==> src/rtl/mau_pkg.sv <==
// rtl/mau_pkg.sv - shared encodings, state enum and size helpers for mem_access_unit
package mau_pkg;

  localparam logic [1:0] KIND_FETCH   = 2'd0;
  localparam logic [1:0] KIND_LOAD    = 2'd1;
  localparam logic [1:0] KIND_STORE   = 2'd2;
  localparam logic [1:0] KIND_ILLEGAL = 2'd3;

  localparam logic [1:0] ERR_OK       = 2'd0;
  localparam logic [1:0] ERR_MISALIGN = 2'd1;
  localparam logic [1:0] ERR_FAULT    = 2'd2;
  localparam logic [1:0] ERR_ILLEGAL  = 2'd3;

  localparam logic [2:0] F3_B  = 3'd0;
  localparam logic [2:0] F3_H  = 3'd1;
  localparam logic [2:0] F3_W  = 3'd2;
  localparam logic [2:0] F3_BU = 3'd4;
  localparam logic [2:0] F3_HU = 3'd5;

  localparam logic [3:0] MASK_B = 4'b0001;
  localparam logic [3:0] MASK_H = 4'b0011;
  localparam logic [3:0] MASK_W = 4'b1111;

  typedef enum logic [2:0] {
    IDLE,
    ISSUE,
    WAIT,
    ISSUE2,
    WAIT2,
    RESP
  } state_e;

  // Byte-lane mask for an access size taken from funct3[1:0]
  function automatic logic [3:0] size_mask(input logic [1:0] sz);
    case (sz)
      2'd0:    return MASK_B;
      2'd1:    return MASK_H;
      default: return MASK_W;
    endcase
  endfunction

  // Access size in bytes for funct3[1:0]
  function automatic logic [2:0] size_bytes(input logic [1:0] sz);
    case (sz)
      2'd0:    return 3'd1;
      2'd1:    return 3'd2;
      default: return 3'd4;
    endcase
  endfunction

endpackage

==> src/rtl/mau_lane_align.sv <==
// rtl/mau_lane_align.sv - store lane shift/byte-enable and load extract/extend/merge
module mau_lane_align
  import mau_pkg::*;
(
  input  logic [2:0]  funct3_i,
  input  logic [1:0]  off_i,
  input  logic [31:0] wdata_i,
  input  logic [31:0] rdata_lo_i,
  input  logic [31:0] rdata_hi_i,
  output logic [3:0]  be_lo_o,
  output logic [3:0]  be_hi_o,
  output logic [31:0] wdata_lo_o,
  output logic [31:0] wdata_hi_o,
  output logic [31:0] rdata_o
);

  logic [7:0]  be_wide;
  logic [63:0] wd_wide;
  logic [31:0] rd_shift;

  // Treat the two adjacent words as one 64-bit window so split and single accesses share one path
  always_comb begin
    be_wide    = {4'b0000, size_mask(funct3_i[1:0])} << off_i;
    wd_wide    = {32'h0, wdata_i} << {off_i, 3'b000};
    rd_shift   = 32'({rdata_hi_i, rdata_lo_i} >> {off_i, 3'b000});
    be_lo_o    = be_wide[3:0];
    be_hi_o    = be_wide[7:4];
    wdata_lo_o = wd_wide[31:0];
    wdata_hi_o = wd_wide[63:32];
    case (funct3_i)
      F3_B:    rdata_o = {{24{rd_shift[7]}}, rd_shift[7:0]};
      F3_BU:   rdata_o = {24'h0, rd_shift[7:0]};
      F3_H:    rdata_o = {{16{rd_shift[15]}}, rd_shift[15:0]};
      F3_HU:   rdata_o = {16'h0, rd_shift[15:0]};
      default: rdata_o = rd_shift;
    endcase
  end

endmodule

==> src/rtl/mem_access_unit.sv <==
// rtl/mem_access_unit.sv - handshake memory sequencer; MAU_MISALIGN_SPLIT_EN enables split misaligned load/store
module mem_access_unit
  import mau_pkg::*;
#(
  parameter int unsigned XLEN        = 32,
  parameter int unsigned ADDR_W      = 16,
  parameter int unsigned MEM_LATENCY = 2
) (
  input  logic              clk,
  input  logic              rst,
  input  logic              req_valid,
  output logic              req_ready,
  input  logic [1:0]        req_kind,
  input  logic [2:0]        req_funct3,
  input  logic [XLEN-1:0]   req_addr,
  input  logic [XLEN-1:0]   req_wdata,
  output logic              rsp_valid,
  output logic [XLEN-1:0]   rsp_data,
  output logic [1:0]        rsp_err,
  output logic [ADDR_W-3:0] mem_addr,
  output logic              mem_rden,
  output logic              mem_wren,
  output logic [3:0]        mem_byteen,
  output logic [31:0]       mem_wdata,
  input  logic [31:0]       mem_rdata
);

  localparam int unsigned CNT_W = (MEM_LATENCY > 1) ? $clog2(MEM_LATENCY) : 1;
  localparam logic [CNT_W-1:0] CNT_LAST = CNT_W'(MEM_LATENCY - 1);

  state_e             state_q, state_d;
  logic [1:0]         kind_q, kind_d;
  logic [2:0]         f3_q, f3_d;
  logic [ADDR_W-1:0]  addr_q, addr_d;
  logic [31:0]        wdata_q, wdata_d;
  logic [1:0]         err_q, err_d;
  logic [31:0]        data_q, data_d;
  logic [31:0]        lo_q, lo_d;
  logic [CNT_W-1:0]   cnt_q, cnt_d;
  logic               split_q, split_d;

  logic [2:0]         acc_f3;
  logic               acc_illegal, acc_fault, acc_misal, acc_split;
  logic [1:0]         acc_err;
  logic [ADDR_W-3:0]  word_addr;
  logic [3:0]         be_lo, be_hi;
  logic [31:0]        wd_lo, wd_hi, ld_data, rd_lo, rd_hi;

`ifdef MAU_MISALIGN_SPLIT_EN
  logic [2:0] acc_end;
  logic       acc_spans, acc_top_word;
  assign acc_end      = {1'b0, req_addr[1:0]} + size_bytes(acc_f3[1:0]);
  assign acc_spans    = acc_end > 3'd4;
  assign acc_top_word = &req_addr[ADDR_W-1:2];
`endif

  // Classify the incoming request; priority is illegal > fault > misaligned
  always_comb begin
    acc_f3      = (req_kind == KIND_FETCH) ? F3_W : req_funct3;
    acc_err     = ERR_OK;
    acc_split   = 1'b0;
    case (req_kind)
      KIND_FETCH: acc_illegal = 1'b0;
      KIND_LOAD:  acc_illegal = !(req_funct3 inside {F3_B, F3_H, F3_W, F3_BU, F3_HU});
      KIND_STORE: acc_illegal = !(req_funct3 inside {F3_B, F3_H, F3_W});
      default:    acc_illegal = 1'b1;
    endcase
    acc_fault = (req_addr >> ADDR_W) != '0;
    case (acc_f3[1:0])
      2'd0:    acc_misal = 1'b0;
      2'd1:    acc_misal = req_addr[0];
      default: acc_misal = req_addr[1:0] != 2'b00;
    endcase
    if (acc_illegal) begin
      acc_err = ERR_ILLEGAL;
    end else if (acc_fault) begin
      acc_err = ERR_FAULT;
    end else if (acc_misal) begin
`ifdef MAU_MISALIGN_SPLIT_EN
      if (req_kind == KIND_FETCH) begin
        acc_err = ERR_MISALIGN;
      end else if (acc_spans && acc_top_word) begin
        acc_err = ERR_FAULT;
      end else begin
        acc_split = acc_spans;
      end
`else
      acc_err = ERR_MISALIGN;
`endif
    end
  end

  assign word_addr = addr_q[ADDR_W-1:2];
  assign rd_lo     = (state_q == WAIT2) ? lo_q : mem_rdata;
  assign rd_hi     = (state_q == WAIT2) ? mem_rdata : 32'h0;

  mau_lane_align u_lane (
    .funct3_i   (f3_q),
    .off_i      (addr_q[1:0]),
    .wdata_i    (wdata_q),
    .rdata_lo_i (rd_lo),
    .rdata_hi_i (rd_hi),
    .be_lo_o    (be_lo),
    .be_hi_o    (be_hi),
    .wdata_lo_o (wd_lo),
    .wdata_hi_o (wd_hi),
    .rdata_o    (ld_data)
  );

  // Next-state logic and state-decoded outputs; memory strobes exist only in ISSUE/ISSUE2
  always_comb begin
    state_d    = state_q;
    kind_d     = kind_q;
    f3_d       = f3_q;
    addr_d     = addr_q;
    wdata_d    = wdata_q;
    err_d      = err_q;
    data_d     = data_q;
    lo_d       = lo_q;
    cnt_d      = cnt_q;
    split_d    = split_q;
    req_ready  = 1'b0;
    rsp_valid  = 1'b0;
    rsp_data   = '0;
    rsp_err    = ERR_OK;
    mem_addr   = '0;
    mem_rden   = 1'b0;
    mem_wren   = 1'b0;
    mem_byteen = 4'b0000;
    mem_wdata  = 32'h0;
    case (state_q)
      IDLE: begin
        req_ready = 1'b1;
        if (req_valid) begin
          kind_d  = req_kind;
          f3_d    = acc_f3;
          addr_d  = req_addr[ADDR_W-1:0];
          wdata_d = req_wdata[31:0];
          err_d   = acc_err;
          split_d = acc_split;
          data_d  = 32'h0;
          cnt_d   = '0;
          state_d = (acc_err != ERR_OK) ? RESP : ISSUE;
        end
      end
      ISSUE: begin
        mem_addr = word_addr;
        if (kind_q == KIND_STORE) begin
          mem_wren   = 1'b1;
          mem_byteen = be_lo;
          mem_wdata  = wd_lo;
          state_d    = split_q ? ISSUE2 : RESP;
        end else begin
          mem_rden   = 1'b1;
          mem_byteen = MASK_W;
          cnt_d      = '0;
          state_d    = WAIT;
        end
      end
      WAIT: begin
        if (cnt_q == CNT_LAST) begin
          if (split_q) begin
            lo_d    = mem_rdata;
            state_d = ISSUE2;
          end else begin
            data_d  = ld_data;
            state_d = RESP;
          end
        end else begin
          cnt_d = cnt_q + CNT_W'(1);
        end
      end
      ISSUE2: begin
        mem_addr = word_addr + (ADDR_W-2)'(1);
        if (kind_q == KIND_STORE) begin
          mem_wren   = 1'b1;
          mem_byteen = be_hi;
          mem_wdata  = wd_hi;
          state_d    = RESP;
        end else begin
          mem_rden   = 1'b1;
          mem_byteen = MASK_W;
          cnt_d      = '0;
          state_d    = WAIT2;
        end
      end
      WAIT2: begin
        if (cnt_q == CNT_LAST) begin
          data_d  = ld_data;
          state_d = RESP;
        end else begin
          cnt_d = cnt_q + CNT_W'(1);
        end
      end
      RESP: begin
        rsp_valid = 1'b1;
        rsp_data  = XLEN'(data_q);
        rsp_err   = err_q;
        state_d   = IDLE;
      end
      default: state_d = IDLE;
    endcase
  end

  // State and captured-request registers
  always_ff @(posedge clk or posedge rst) begin
    if (rst) begin
      state_q <= IDLE;
      kind_q  <= KIND_FETCH;
      f3_q    <= F3_W;
      addr_q  <= '0;
      wdata_q <= 32'h0;
      err_q   <= ERR_OK;
      data_q  <= 32'h0;
      lo_q    <= 32'h0;
      cnt_q   <= '0;
      split_q <= 1'b0;
    end else begin
      state_q <= state_d;
      kind_q  <= kind_d;
      f3_q    <= f3_d;
      addr_q  <= addr_d;
      wdata_q <= wdata_d;
      err_q   <= err_d;
      data_q  <= data_d;
      lo_q    <= lo_d;
      cnt_q   <= cnt_d;
      split_q <= split_d;
    end
  end

endmodule

==> config.mk <==
export PLATFORM = sky130hd
export DESIGN_NAME = mem_access_unit
export DESIGN_NICKNAME = d
export VERILOG_FILES = /design/src/rtl/mau_pkg.sv /design/src/rtl/mau_lane_align.sv /design/src/rtl/mem_access_unit.sv
export SDC_FILE = /design/constraint.sdc
export NUM_CORES = 1
export LEC_CHECK = 0
export ABC_AREA = 1
export CAP_MARGIN = 20
export CELL_PAD_IN_SITES_DETAIL_PLACEMENT = 0
export CELL_PAD_IN_SITES_GLOBAL_PLACEMENT = 2
export CORE_MARGIN = 2
export CORE_UTILIZATION = 25
export DETAILED_ROUTE_END_ITERATION = 12
export PLACE_DENSITY = 0.8
export SYNTH_ARGS = -nofsm -noshare
export SYNTH_HDL_FRONTEND = slang
export SYNTH_SLANG_ARGS = --single-unit
==> constraint.sdc <==
create_clock -name clk -period 3.3 [get_ports clk]
set_input_delay 0.495 -clock clk [delete_from_list [all_inputs] [get_ports clk]]
set_output_delay 0.495 -clock clk [all_outputs]
set_load 0.01 [all_outputs]
; ---- Word-level counts from Yosys, hierarchy flattened
; Cells that the tools add are included.
[word_totals]
regBits = 91
in_bits = 104
output_inout_bits = 88
wordCells = 93
[op_classes]
n_addsub = 2
eq_ne = 21
n_shift = 3
muxes = 38
n_reduce_logical = 21
[ops]
columns = op, n
row1 = two-way mux 32 bit, 7
row2 = case mux 32 bit (2 select lines), 2
row3 = case mux 32 bit (4 select lines), 1
row4 = << shifter 32 x 5 -> 64 bit, 1
row5 = right shift 64 x 5 -> 32 bit, 1
row6 = nonzero test 32 bit, 1
row7 = case mux 14 bit (2 select lines), 1
row8 = equality test 3 bit (second input constant), 6
row9 = case mux 4 bit (2 select lines), 2
row10 = two-way mux 3 bit, 5
row11 = adder 14 x 1 -> 14 bit (second input constant), 1
row12 = case mux 3 bit (4 select lines), 1
row13 = two-way mux 1 bit, 11
row14 = equality test 3 x 1 -> 1 bit (second input constant), 3
row15 = equality test 3 x 2 -> 1 bit (second input constant), 3
row16 = zero test 3 bit, 3
row17 = nonzero test 3 bit, 3
row18 = two-way mux 4 bit, 2
row19 = != test 2 bit (second input constant), 4
row20 = << shifter 4 x 2 -> 8 bit, 1
row21 = equality test 2 x 1 -> 1 bit (second input constant), 3
row22 = zero test 2 bit, 3
row23 = two-way mux 2 bit, 3
row24 = case mux 1 bit (3 select lines), 2
row25 = other kinds (10), 15

; ---- Logic depth before layout (Yosys ltp)
; Gate-level depths: netlist (run 1).
[logic_depth]
word_depth = 11
ltp_mapped = 11
depth_no_buf = 10

; ---- Modules after synthesis
; A second synthesis (run 1) with hierarchy kept.
[unflattened]
cells_unflattened = 1253
hier_area_um2 = 7617.3
[by_module_without_submodules]
columns = mod, n_inst, cells_per_inst, area_per_inst_um2, seq_area_each_um2
row1 = mem_access_unit, 1, 778, 5575.3, 2278.4
row2 = mau_lane_align, 1, 475, 2042.0, 0.0

; ---- Worst setup path before layout (run 1)
; OpenSTA, ideal clock, no wires.
[synth_timing]
path_type = reg2out
startpoint = register state_q[2]
endpoint = output mem_wdata[0]
arrival_time_ns = 1.575
required_time_ns = 2.805
setup_slack_ns = 1.230
stages_incl_launch_ff = 7
path_buffers = 1
cell_sequence = dfrtp_1 -> inv_2 -> nand2_2 -> nor2_4 -> nand3_1 -> buf_2 -> o32ai_1
[synth_via]
elab_chain_cells = 2
word_cells_on_any_way = 3
cone_classes = eq/ne (2) / mux (1)
[synth_lines]
columns = element, line_no
row1 = from (decl), mem_access_unit.sv:31  ; state_e state_q, state_d;
row2 = from (signal assigned), mem_access_unit.sv:219  ; state_q <= state_d;
row3 = equality test 3 x 2 -> 1 bit or equality test 3 x 1 -> 1 bit (tied branches), mem_access_unit.sv:131  ; case (state_q)
row4 = case mux 32 bit (2 select lines) (*), mem_access_unit.sv:131
row5 = to (decl), mem_access_unit.sv:24  ; output logic [31:0] mem_wdata,
; Every way passes the cells marked *; elsewhere a longest branch is shown, timed or not.

; ---- Worst setup path after layout (run 1)
[layout_timing]
startpoint = register state_q[2]
endpoint = output mem_wdata[5]
; The elaborated chain is that of the path after synthesis.

==> results by group, run 1 <==
Route
  • Routed wire length: approximately 23 mm
  • DR pass1 iterations: 5
  • DRC: 0
  • Via density: roughly 4.6
  • Per-cell routed wire length: 15.7 um
  • Post-DRT Antenna Nets: 0
  • Via count: 6767
  • Initial DRC count: about 440

Job
  • Max-cap violations: 0

Floorplan
  • Die ar.: 26700 um2
  • I/O pins: 192
  • Row count: between 50 and 60
  • Die Width: 163 um
  • Initial Util: 25.4%
  • Std-Cell Core Area: between 20000 and 30000 um2
  • Chip height: 163 um

STA
  • Setup_tns: 0 ns
  • Final worst path period share: 95.6%
  • Hold Vio Cnt, Final: 0
  • Worst-margin pin slew: 0.656 ns
  • Max Slew Vio Count: 0
  • Peak Freq: roughly 320 MHz
  • Crit path time final: 3.16 ns
  • Setup ws final: 0.144 ns
  • Final setup viols: 0
  • Worst rel slew slack: 56.2%
  • Final Skew: 0.00870 ns
  • RSZ-0062 raised after global routing: false

Cells and area
  • Filler cells: 2718
  • Fin util: 35.4%
  • Area of the multi-input gates: 3300 um2
  • Most common cell after layout, fill and taps aside: nand2_1
  • Share of cells above drive strength 1: around 6.4%
  • Area grow syn2layout: 39.3%
  • Commonest non-fill, non-tap cells in the layout: nand2_1, clkdlybuf4s50_1, inv_1
  • Register area: 2280 um2
  • Nets@finish: approximately 1200

Power
  • P_leak: 3.80 nW
  • Pwr Density: 842 nW/um2
  • VDD IR-drop max: 0.295 mV

CTS
  • Postcts setup bufs: 0
  • Clock root buffer: clkbuf_16
  • Num CTS Buffers: 9
  • CTS sink count: 91
  • Clk_lat worst skew: between 0.3 and 0.4 ns
  • H-tree depth: 3
  • Clock Tree Buf Depth: 2
  • CTS tree: yes
  • Clk slew on worst S/H paths: 0.08 ns

GRT
  • Largest net degree at the start of global routing: 69
  • M1 GR Usage: between 20% and 30%
  • GRT met3 Usage: 4.22%
  • GRT Overall Usage: roughly 17%
  • Number of global-route vias before repair: ~6500
  • Met2 GRT Util: 26.8%
  • Initial antenna violation count: 0
  • GRT busiest layer: met2
  • First-pass GRT wire length: between 30 and 40 mm
  • Grt total ovfl: 0

Synth
  • YS warnings: 0
  • Largest cells by area after synthesis: dfrtp_1, nand2_1, o21ai_0, inv_1, nor2_1
  • Post-synthesis sequential area ratio: 35.9%
  • Synth unique cells: 43
  • Mapped Cells: around 970
  • Area fraction of the dominant cell type after synthesis: 35.4%
  • Cell Area, Synth: 6350 um2
  • Syn_area_per_cell: between 6 and 7 um2
  • Post-Syn Nets: 1079
  • Yosys reg bits: 91
  • Post-synth top area cell: dfrtp_1

Worst setup path
  • Crit path launch: state_q[2]$_DFFE_PP0P_
  • Critical path arrival: 2.66 ns
  • Crit-path max FO: 16
  • Critical register-to-register path startpoint: addr_q[0]$_DFFE_PP0P_
  • Crit-path max cell delay: 0.61 ns
  • Crit. End Element: primary output
  • Worst reg2reg setup slack: ~0.67 ns
  • R2r worst-path depth: 10
  • Crit path kind: reg -> out
  • Critical path, cell by cell: inv_2 -> nand2_2 -> buf_4 -> nor2_4 -> nand3_1 -> buf_4 -> o32ai_1 -> clkdlybuf4s50_1
  • Most frequent CP cell: buf_4
  • Worst setup SP type: register
  • Slowest CP cell: clkdlybuf4s50_1
  • Crit Reg-Reg Endpoint: data_q[28]$_DFFE_PP0P_
  • Setup crit end: mem_wdata[5]
  • CP required: between 2 and 3 ns

Placed design
  • Detailed placer's ending HPWL: 17.0 mm
  • Setup WS pre-CTS: 0.396 ns
  • GP Congestion: 0.818
  • I/O Buffers: 191

Worst hold path
  • Hold Crit Depth: 2
  • HP Class: reg -> reg

Status
  • Outcome: complete, no violations
## stage by stage
| stage | hold WS, ns | total power [mW] | instance area (um2) | cells |
|---|---|---|---|---|
| floorplan | 0.449 | 4.97 | 6350 | 974 |
| global placement | 0.464 | 6.51 | 8560 | 1456 |
| detailed placement | 0.467 | 6.48 | 8560 | 1456 |
| CTS | 0.486 | 7.54 | 8840 | 1471 |
| global route | 0.500 | 8.19 | 8850 | 1471 |
| finish | 0.481 | 7.45 | 8850 | 1472 |
## layer usage
layer / share of wire, % / wire length, um
met3: 7.1 / 1640
met1: 46 / 10700
met4: 1.6 / 377
met5: 0 / 0
met2: 45 / 10400
## sequential cells by signal (all words and copies together) (netlist names)
| register | flops |
|---|---|
| state_q | 3 |
| data_q | 32 |
| addr_q | 16 |
| cnt_q | 1 |
| f3_q | 3 |
| kind_q | 2 |
| wdata_q | 32 |
| err_q | 2 |
## final cells by class
cell class / count / share of cell area [%]
multi-input combinational: 692 / 37.3
sequential: 91 / 25.8
timing repair buffer: 209 / 23.4
inverter: 134 / 5.71
tap: 330 / 4.66
clock buffer: 9 / 2.54
clock inverter: 6 / 0.551
antenna: 1 / 0.0283
## Yosys cell counts, drive strengths merged
library cell and number:
mux2i 3, nor3 14, clkbuf 21, nor3b 2, a21boi 3, inv 133
o22ai 8, nand2 267, o21bai 1, nor4 1, or2 3, a31oi 2
nor2 101, o21ai 150, dfrtp 90, clkinv 1, buf 36, ha 1
o21a 1, a211oi 8, nand4 5, xor2 1, o31ai 1, o32ai 16
dfstp 1, a21oi 49, o311ai 1, nand3 54
## worst min-delay path by stage
stage                           start                     end  slack, ns
5_1_grt        data_q[30]$_DFFE_PP0P_  data_q[30]$_DFFE_PP0P_       0.50
3_3_place_gp   data_q[31]$_DFFE_PP0P_  data_q[31]$_DFFE_PP0P_       0.46
4_1_cts        data_q[30]$_DFFE_PP0P_  data_q[30]$_DFFE_PP0P_       0.49
2_1_floorplan  data_q[16]$_DFFE_PP0P_  data_q[16]$_DFFE_PP0P_       0.45
3_5_place_dp   data_q[20]$_DFFE_PP0P_  data_q[20]$_DFFE_PP0P_       0.47
6_report       data_q[30]$_DFFE_PP0P_  data_q[30]$_DFFE_PP0P_       0.48
## cell families after synthesis
kind of cell	share of synthesized area [%]
flops	35.9
simple gates	29.7
xor+xnor	0.138
compound gates	21.1
buf+inv	12.5
mux	0.473
fa+ha+maj	0.197
## worst max-delay path, delay by kind of cell, from the launching register on
family	cells	cell delay, ns
buffers and inverters	4	1.21
DFF	1	0.45
and+or+nand+nor	3	0.36
AOI/OAI and AO/OA	1	0.30
## where the power goes
part / total [mW] / internal [mW] / leakage [nW] / switching (mW)
Clock: 1.01 / 0.516 / 0.125 / 0.498
Combinational: 4.36 / 1.49 / 2.52 / 2.87
Sequential: 2.08 / 1.65 / 1.16 / 0.428
## what timing repair did
action | in CTS | in global routing
gates resized for setup | 1 | 3
hold buffers | 0 | 0
setup endpoints to repair | 3 | 3
hold endpoints to repair | 0 | 0
No activity file was read; power rests on OpenSTA's default activity.
==> run 2, diff against run 1 <==
Settings changed: CELL_PAD_IN_SITES_DETAIL_PLACEMENT 0 to unset, CELL_PAD_IN_SITES_GLOBAL_PLACEMENT 2 to unset, CORE_UTILIZATION 25 to 48.
Clock period 3.3 ns to 3.1 ns, I/O delays scaled along.
==> run 2 against run 1 <==
Combinational power is 8.0% higher. Non-clock buffer count stayed put. Critical path depth stayed put. Power is 7.8% higher. Flip-flop and latch count stayed put. Wire length is 14% lower. Design area is 1.5% lower. Worst hold slack worse by 0.0048 ns. Clock skew is 0.0017 ns higher. Utilization is 31 points higher. Critical path type unchanged.
==> results by group, run 2 (synthesis gave the netlist of run 1 again) <==
GRT
  • Initial antenna violation count: 0
  • Number of global-route vias before repair: 6468
  • First-pass GRT wire length: ~32 mm
  • GRT Overall Usage: 28.1%
  • Grt total ovfl: 0
  • Largest net degree at the start of global routing: 87

Worst setup path
  • Most frequent CP cell: buf_4
  • Critical path arrival: between 2 and 2.5 ns
  • Crit path kind: reg -> out
  • CP required: approximately 2.6 ns
  • Crit-path max FO: 16
  • CP top delay family: buffers and inverters
  • CP bufs+invs: 4
  • Crit. End Element: primary output
  • Worst reg2reg setup slack: 0.78 ns
  • Slowest CP cell: clkdlybuf4s50_1
  • Critical path, cell by cell: inv_2 -> nand2_4 -> buf_4 -> nor2_4 -> nand3_1 -> buf_4 -> o22ai_1 -> clkdlybuf4s50_1
  • Worst setup SP type: register
  • Crit-path max cell delay: about 0.56 ns

Route
  • DRC: 0
  • Via density: 5.35
  • Per-cell routed wire length: 15.1 um
  • Routed wire length: 19.9 mm
  • Via count: 7049
  • Initial DRC count: roughly 740
  • Post-DRT Antenna Nets: 0
  • DR pass1 iterations: 6

Placed design
  • GP Congestion: between 0.9 and 1
  • I/O Buffers: 191
  • Dpl cell area: 8370 um2
  • Detailed placer's ending HPWL: 14.4 mm

Cells and area
  • Antenna diodes: 0
  • Post-route cell area: between 8000 and 9000 um2
  • Fin util: between 60% and 70%
  • Commonest non-fill, non-tap cells in the layout: nand2_1, clkdlybuf4s50_1, inv_1
  • Biggest regs: data_q (32), wdata_q (32), addr_q (16)
  • Share of cells above drive strength 1: 6.30%
  • Most common cell after layout, fill and taps aside: nand2_1
  • Nets@finish: 1242
  • Area grow syn2layout: 37.2%
  • Register area: around 2300 um2
  • Filler cells: ~1200
  • Area of the multi-input gates: 3320 um2

Job
  • Max-cap violations: 0

STA
  • WHS: 0.476 ns
  • Max Slew Vio Count: 0
  • Hold Vio Cnt, Final: 0
  • RSZ-0062 raised after global routing: false
  • Setup_tns: 0 ns
  • Final setup viols: 0
  • Crit path time final: 2.96 ns
  • Final worst path period share: between 90% and 100%
  • Worst rel slew slack: 63.1%
  • Worst-margin pin slew: 0.553 ns
  • Peak Freq: 338 MHz
  • Final Skew: 0.0104 ns

Status
  • Outcome: complete, no violations

Power
  • VDD IR-drop max: 0.411 mV
  • P_leak: 3.87 nW
  • Pwr Total: 8.03 mW
  • Pwr Density: ~900 nW/um2

CTS
  • H-tree depth: 3
  • Clock root buffer: clkbuf_16
  • Clk slew on worst S/H paths: 0.07 ns
  • CTS sink count: between 90 and 100
  • Clk_lat worst skew: 0.35 ns
  • CTS tree: yes
  • Clock Tree Buf Depth: 2
  • Num CTS Buffers: 9

Floorplan
  • Std-Cell Core Area: 13100 um2
  • Die Width: 119 um
  • Chip height: 119 um
  • Die ar.: between 10000 and 15000 um2
  • Row count: 42
  • Initial Util: between 40 and 50%
  • I/O pins: 192

Worst hold path
  • HP Class: in -> async
run 2: cell types whose count changed in the layout (fill, tap and decap cells not counted), moves of 2 or more:
cell             delta
clkbuf_1            +2
nand2_4             +2
inv_6               -3
dlygate4sd2_1       +8
nand2_2             -2
bufinv_16           +2
clkdlybuf4s50_1     -7
run 2: through the flow:
step | instances | setup WS (ns)
after floorplan | 974 | 0.273
after global placement | 1301 | 0.276
after detailed placement | 1301 | 0.234
after CTS | 1318 | 0.0587
after global routing | 1318 | 0.00566
final | 1318 | 0.143
run 2: worst reg2reg max path: stages, from the launching register on:
cell     delay (ns)
dfrtp_1        0.38
inv_1          0.40
buf_4          0.37
nand2_1        0.16
o21ai_1        0.26
nand2_2        0.19
nand3_2        0.30
nand2_1        0.12
nand2_1        0.08
run 2: routing by layer:
layer	vias up	GRT usage (%)	part of all wire, %
met1	3194	38.5	43
met5	-	0	0
li1	3472	-	-
met3	46	5.94	8.5
met2	337	43.2	45
met4	0	11.8	3.1
run 2: cell type report:
| cell class | instances | share of cell area (%) |
|---|---|---|
| repair buffers | 209 | 23.8 |
| multi-input cells | 692 | 38.1 |
| clock buffers | 12 | 2.83 |
| well taps | 176 | 2.53 |
| clock inverters | 4 | 0.861 |
| flip-flops and latches | 91 | 26.1 |
| inverters | 134 | 5.78 |
run 2: power by group:
| part | switching, mW | internal [mW] | total, mW | leakage [nW] |
|---|---|---|---|---|
| logic | 3.10 | 1.60 | 4.71 | 2.56 |
| registers | 0.374 | 1.75 | 2.13 | 1.16 |
| clock network | 0.467 | 0.729 | 1.20 | 0.149 |
run 2: path summary, 6_finish.rpt:
check | start | to | cells past startpoint
worst min-delay path | rst | data_q[12]$_DFFE_PP0P_ | 2
worst min register to register | data_q[18]$_DFFE_PP0P_ | data_q[18]$_DFFE_PP0P_ | 2
worst max-delay path | state_q[2]$_DFFE_PP0P_ | mem_wdata[15] | 8
min in group clk | data_q[18]$_DFFE_PP0P_ | data_q[18]$_DFFE_PP0P_ | 2
worst max register to register | addr_q[1]$_DFFE_PP0P_ | data_q[23]$_DFFE_PP0P_ | 8
max in group asynchronous | rst | f3_q[1]$_DFFE_PP1P_ | 3
run 2: repair_timing:
action | in CTS | in global routing
endpoints found under the setup margin | 22 | 20
setup buffers | 1 | 0
pin swaps | 1 | 0
hold buffers | 0 | 0
resized for setup | 10 | 5
